==> src/rtl/cdb_arbiter.sv <==
// cdb_arbiter: arbitrates N functional-unit results onto one registered common data bus
module cdb_arbiter #(
  parameter int NUM_CH   = 4,
  parameter int DATA_W   = 16,
  parameter int TAG_W    = 3,
  parameter int REG_W    = 3,
  parameter int ARB_MODE = 0
) (
  input  logic                                      clock,
  input  logic                                      reset,
  input  logic [NUM_CH-1:0]                         req_valid,
  input  logic [NUM_CH*DATA_W-1:0]                  req_data,
  input  logic [NUM_CH*TAG_W-1:0]                   req_tag,
  input  logic [NUM_CH*REG_W-1:0]                   req_dest,
  input  logic [NUM_CH-1:0]                         req_wr,
  output logic [NUM_CH-1:0]                         req_ready,
  output logic                                      cdb_valid,
  output logic [DATA_W-1:0]                         cdb_data,
  output logic [TAG_W-1:0]                          cdb_tag,
  output logic [REG_W-1:0]                          cdb_dest,
  output logic                                      cdb_wr_en,
  output logic [((NUM_CH > 1) ? $clog2(NUM_CH) : 1)-1:0] cdb_ch
);
  localparam int CH_W = (NUM_CH > 1) ? $clog2(NUM_CH) : 1;
  logic [CH_W-1:0]   rrPtr, grantIdx, nextPtr;
  logic [NUM_CH-1:0] grantVec;
  logic              found;
  logic [DATA_W-1:0] selData;
  logic [TAG_W-1:0]  selTag;
  logic [REG_W-1:0]  selDest;
  logic              selWr;
  int                startIdx;
  // Two-pass search: channels at/after the start index first, then the wrapped ones; winner's fields are muxed out
  always_comb begin
    startIdx = (ARB_MODE != 0) ? 0 : int'(rrPtr);
    found    = 1'b0;
    grantIdx = '0;
    nextPtr  = rrPtr;
    grantVec = '0;
    selData  = '0;
    selTag   = '0;
    selDest  = '0;
    selWr    = 1'b0;
    for (int p = 0; p < 2; p++) begin
      for (int i = 0; i < NUM_CH; i++) begin
        if (!found && req_valid[i] && ((p == 0) ? (i >= startIdx) : (i < startIdx))) begin
          found       = 1'b1;
          grantIdx    = CH_W'(i);
          nextPtr     = (i == NUM_CH - 1) ? '0 : CH_W'(i + 1);
          grantVec[i] = 1'b1;
          selData     = req_data[i*DATA_W +: DATA_W];
          selTag      = req_tag[i*TAG_W +: TAG_W];
          selDest     = req_dest[i*REG_W +: REG_W];
          selWr       = req_wr[i];
        end
      end
    end
    req_ready = reset ? '0 : grantVec;
  end
  // Register the granted result for a one-cycle broadcast; payload holds when idle
  always_ff @(posedge clock) begin
    if (reset) begin
      rrPtr     <= '0;
      cdb_valid <= 1'b0;
      cdb_data  <= '0;
      cdb_tag   <= '0;
      cdb_dest  <= '0;
      cdb_wr_en <= 1'b0;
      cdb_ch    <= '0;
    end else begin
      cdb_valid <= found;
      cdb_wr_en <= found && selWr && (selDest != '0);
      if (found) begin
        rrPtr    <= nextPtr;
        cdb_data <= selData;
        cdb_tag  <= selTag;
        cdb_dest <= selDest;
        cdb_ch   <= grantIdx;
      end
    end
  end
endmodule

==> config.mk <==
export PLATFORM = sky130hd
export DESIGN_NAME = cdb_arbiter
export DESIGN_NICKNAME = d
export VERILOG_FILES = /design/src/rtl/cdb_arbiter.sv
export SDC_FILE = /design/constraint.sdc
export NUM_CORES = 1
export LEC_CHECK = 0
export ABC_AREA = 1
export BUFFER_PORTS_ARGS = -buffer_cell sky130_fd_sc_hd__buf_2
export CAP_MARGIN = 20
export CORE_MARGIN = 1
export CORE_UTILIZATION = 42
export CTS_CLUSTER_SIZE = 16
export DETAILED_ROUTE_END_ITERATION = 6
export PLACE_DENSITY = 0.82
export SYNTH_ARGS = -nofsm -noshare
export SYNTH_HDL_FRONTEND = slang
export SYNTH_SLANG_ARGS = --single-unit
==> constraint.sdc <==
create_clock -name clock -period 1.5 [get_ports clock]
set_clock_uncertainty 0.2 [all_clocks]
set_input_delay 0.225 -clock clock [delete_from_list [all_inputs] [get_ports clock]]
set_output_delay 0.225 -clock clock [all_outputs]
set_load 0.01 [all_outputs]
==> qor.yml <==
cts_buffers: 3
rsz0062_at_grt: "yes"
finish.instance_area_um2: 3840
htreeDepth: 1
yosys_warnings: 0
area_growth_pct: 55.5
syn-num-nets: 519
finalCritPeriodShare: 1.31
layout_common_cells: "buf_2 (128), nand2_1 (104), a21oi_1 (53)"
vdd_drop_max_v: 0.000520
clk_pin_slew_ps: 100
clkPwrFrac: 0.179
grt_pass1_vias: 3167
synth_sequential_area_ratio: 0.227
reg2regPathDepth: 10
place_congestion: 0.914
violations: "setup timing"
relSlewSlack: 0.769
viasPerCell: 5.56
n_antenna_cell: 0
clock_sinks: 28
crit_start: "rrPtr[1]$_SDFFE_PP0P_"
intPower_w: 0.00169
overflow: 0
ys_ff_latch: 28
vias: 3618
p_seq_frac: 0.330
totalPowerFinal_w: 0.00275
p_leak_nw: 1.97
drt_drc_violations_left: 0
worstSetupPathType: "flop to primary output"
io_pins: 128
postSynthCellCount: 421
status: "finished, violations left"
root_buffer: "clkbuf_8"
synth_ff_type: "dfxtp_1"
coreArea_um2: 5570
placed_cell_area_um2: 3400
mostFrequentLayoutCell: "buf_2"
clk_latency_ps: 280
endpoint_kind: "primary output"
synth-edff-count: 0
setup.worst_path.start_class: "flop"
hold_class: "primary input to flop"
io_buffer_count: 127
grt_pass1_wl_um: 13800
fin_ws_ps: -463
power.density_nw_per_um2: 716
grt_max_degree: 21
cts_tree: "yes"
routed_wl_um: 9700
arrival_ps: 1540
setup_viol: 32
initial_core_util: 0.443
num_rows: 27
fin_tns_setup_ps: -11010
die-height_um: 78.6
cp_max_fo: 6
dieWidth_um: 78.6
dr.pass1.iters: 5
min_period_ps: 1960
crit_end: "req_ready[2]"
grt.total_usage: 0.277
worstPathRequired_ps: 1070
grt_antenna_before_repair: 0
swShare: 0.384
drtIter0Drc: 268
worst_pin_slew_ps: 346
postSynthAreaPerCell_um2: 5.86
cts_hold_buf: 0
dieArea_um2: 6190
yosys.cell_types.count: 27
synth_area_um2: 2470
layout.nets: 678
r2r_start: "rrPtr[1]$_SDFFE_PP0P_"
post_drt_wl_per_cell_um: 14.9
cts_buffer_depth: 2
final_antenna_net_count: 0
r2r_slack_ps: -380
nFillCells: 464
r2r-end: "cdb_data[6]$_SDFFE_PP0P_"
async_reset_ff_frac: 0
maxSlewViolCount: 0
hpwl_um: 6540
fmax_mhz: 509
layout-drive-gt1-share: 0.399
hold_viol: 0
power_switching_w: 0.00105
drv_cap: 0
p_comb_frac: 0.491
==> worst max-delay path, stage by stage (launching register included) <==
cell,delay (ps)
dfxtp_4,400
nand2_4,70
nand2_4,80
nand3_4,70
nor2_4,230
nand4_4,140
a21oi_2,130
buf_2,130
==> kinds of logic (layout without fill, tap and decap cells) <==
kind of cell           count (synthesis)  after routing  synth area share
flip-flops                            28             28             0.227
AND/OR/NAND/NOR                      159            159             0.289
AO/OA/AOI/OAI                        164            164             0.356
buffers and inverters                 70            228             0.128
==> Yosys cell counts (2+ instances only) <==
| library cell | n | area (um2) |
|---|---|---|
| nand2_4 | 3 | 33.8 |
| nand3_1 | 11 | 55.1 |
| buf_4 | 2 | 15.0 |
| a21oi_1 | 61 | 305 |
| inv_1 | 39 | 146 |
| buf_6 | 4 | 45.0 |
| nand2_1 | 110 | 413 |
| o21ai_1 | 24 | 120 |
| nor2_1 | 17 | 63.8 |
| buf_2 | 13 | 65.1 |
| inv_2 | 4 | 15.0 |
| nor2_2 | 2 | 12.5 |
| clkbuf_1 | 8 | 30.0 |
| nand4_1 | 6 | 37.5 |
| nand2_2 | 3 | 18.8 |
| dfxtp_1 | 28 | 561 |
| a21boi_0 | 19 | 143 |
| o21ai_0 | 57 | 285 |
| nand3_2 | 2 | 20.0 |
==> metal layers <==
metal | global-route usage | part of all wire | up-vias
met5 | 0 | 0 | -
met4 | 0.0926 | 0.019 | 0
met3 | 0.0419 | 0.092 | 27
met2 | 0.506 | 0.50 | 234
met1 | 0.326 | 0.39 | 1635
li1 | - | - | 1722
==> stage by stage <==
step / instances / utilization / worst slack, ps / hold slack (ps)
floorplan: 421 / - / -129 / 86.7
global placement: 632 / 0.609 / -243 / 272
detailed placement: 632 / 0.609 / -306 / 281
CTS: 642 / 0.638 / -429 / 24.8
global route: 651 / 0.688 / -550 / 29.5
finish: 651 / 0.688 / -463 / 28.6
==> final cells by class <==
| type | count | area (um2) | share of cell area |
|---|---|---|---|
| multi-input cells | 323 | 1750 | 0.456 |
| clock buffers | 4 | 55.1 | 0.0144 |
| inverters | 43 | 171 | 0.0447 |
| well taps | 72 | 90.1 | 0.0235 |
| repair buffers | 181 | 1200 | 0.314 |
| flip-flops and latches | 28 | 568 | 0.148 |
==> state kept, by name, indices dropped and copies added (netlist names) <==
name	cells
cdb_dest	3
cdb_data	16
cdb_valid	1
cdb_tag	3
cdb_wr_en	1
rrPtr	2
cdb_ch	2
==> worst min-delay path by stage <==
stage,startpoint,end,cells past startpoint
floorplan,reset,rrPtr[0]$_SDFFE_PP0P_,1
global placement,rrPtr[0]$_SDFFE_PP0P_,rrPtr[0]$_SDFFE_PP0P_,2
detailed placement,rrPtr[0]$_SDFFE_PP0P_,rrPtr[0]$_SDFFE_PP0P_,2
CTS,req_data[14],cdb_data[14]$_SDFFE_PP0P_,3
global route,reset,rrPtr[0]$_SDFFE_PP0P_,2
finish,req_tag[2],cdb_tag[2]$_SDFFE_PP0P_,3
==> timing repair <==
action	4_1_cts	5_1_grt
endpoints found under the setup margin	32	32
resized for setup	19	62
setup buffers	6	5
hold endpoints to repair	0	0
cloned	0	4
pin swaps	7	20
==> power groups by stage <==
| stage | registers, W | clock network (W) | logic [W] |
|---|---|---|---|
| 2_1_floorplan | 0.000955 | 0 | 0.000629 |
| 3_3_place_gp | 0.000911 | 0 | 0.00112 |
| 3_5_place_dp | 0.000913 | 0 | 0.00115 |
| 4_1_cts | 0.000900 | 0.000505 | 0.00119 |
| 5_1_grt | 0.000917 | 0.000533 | 0.00147 |
| 6_report | 0.000906 | 0.000492 | 0.00135 |
Note: power is estimated with default switching activity, not from simulation.
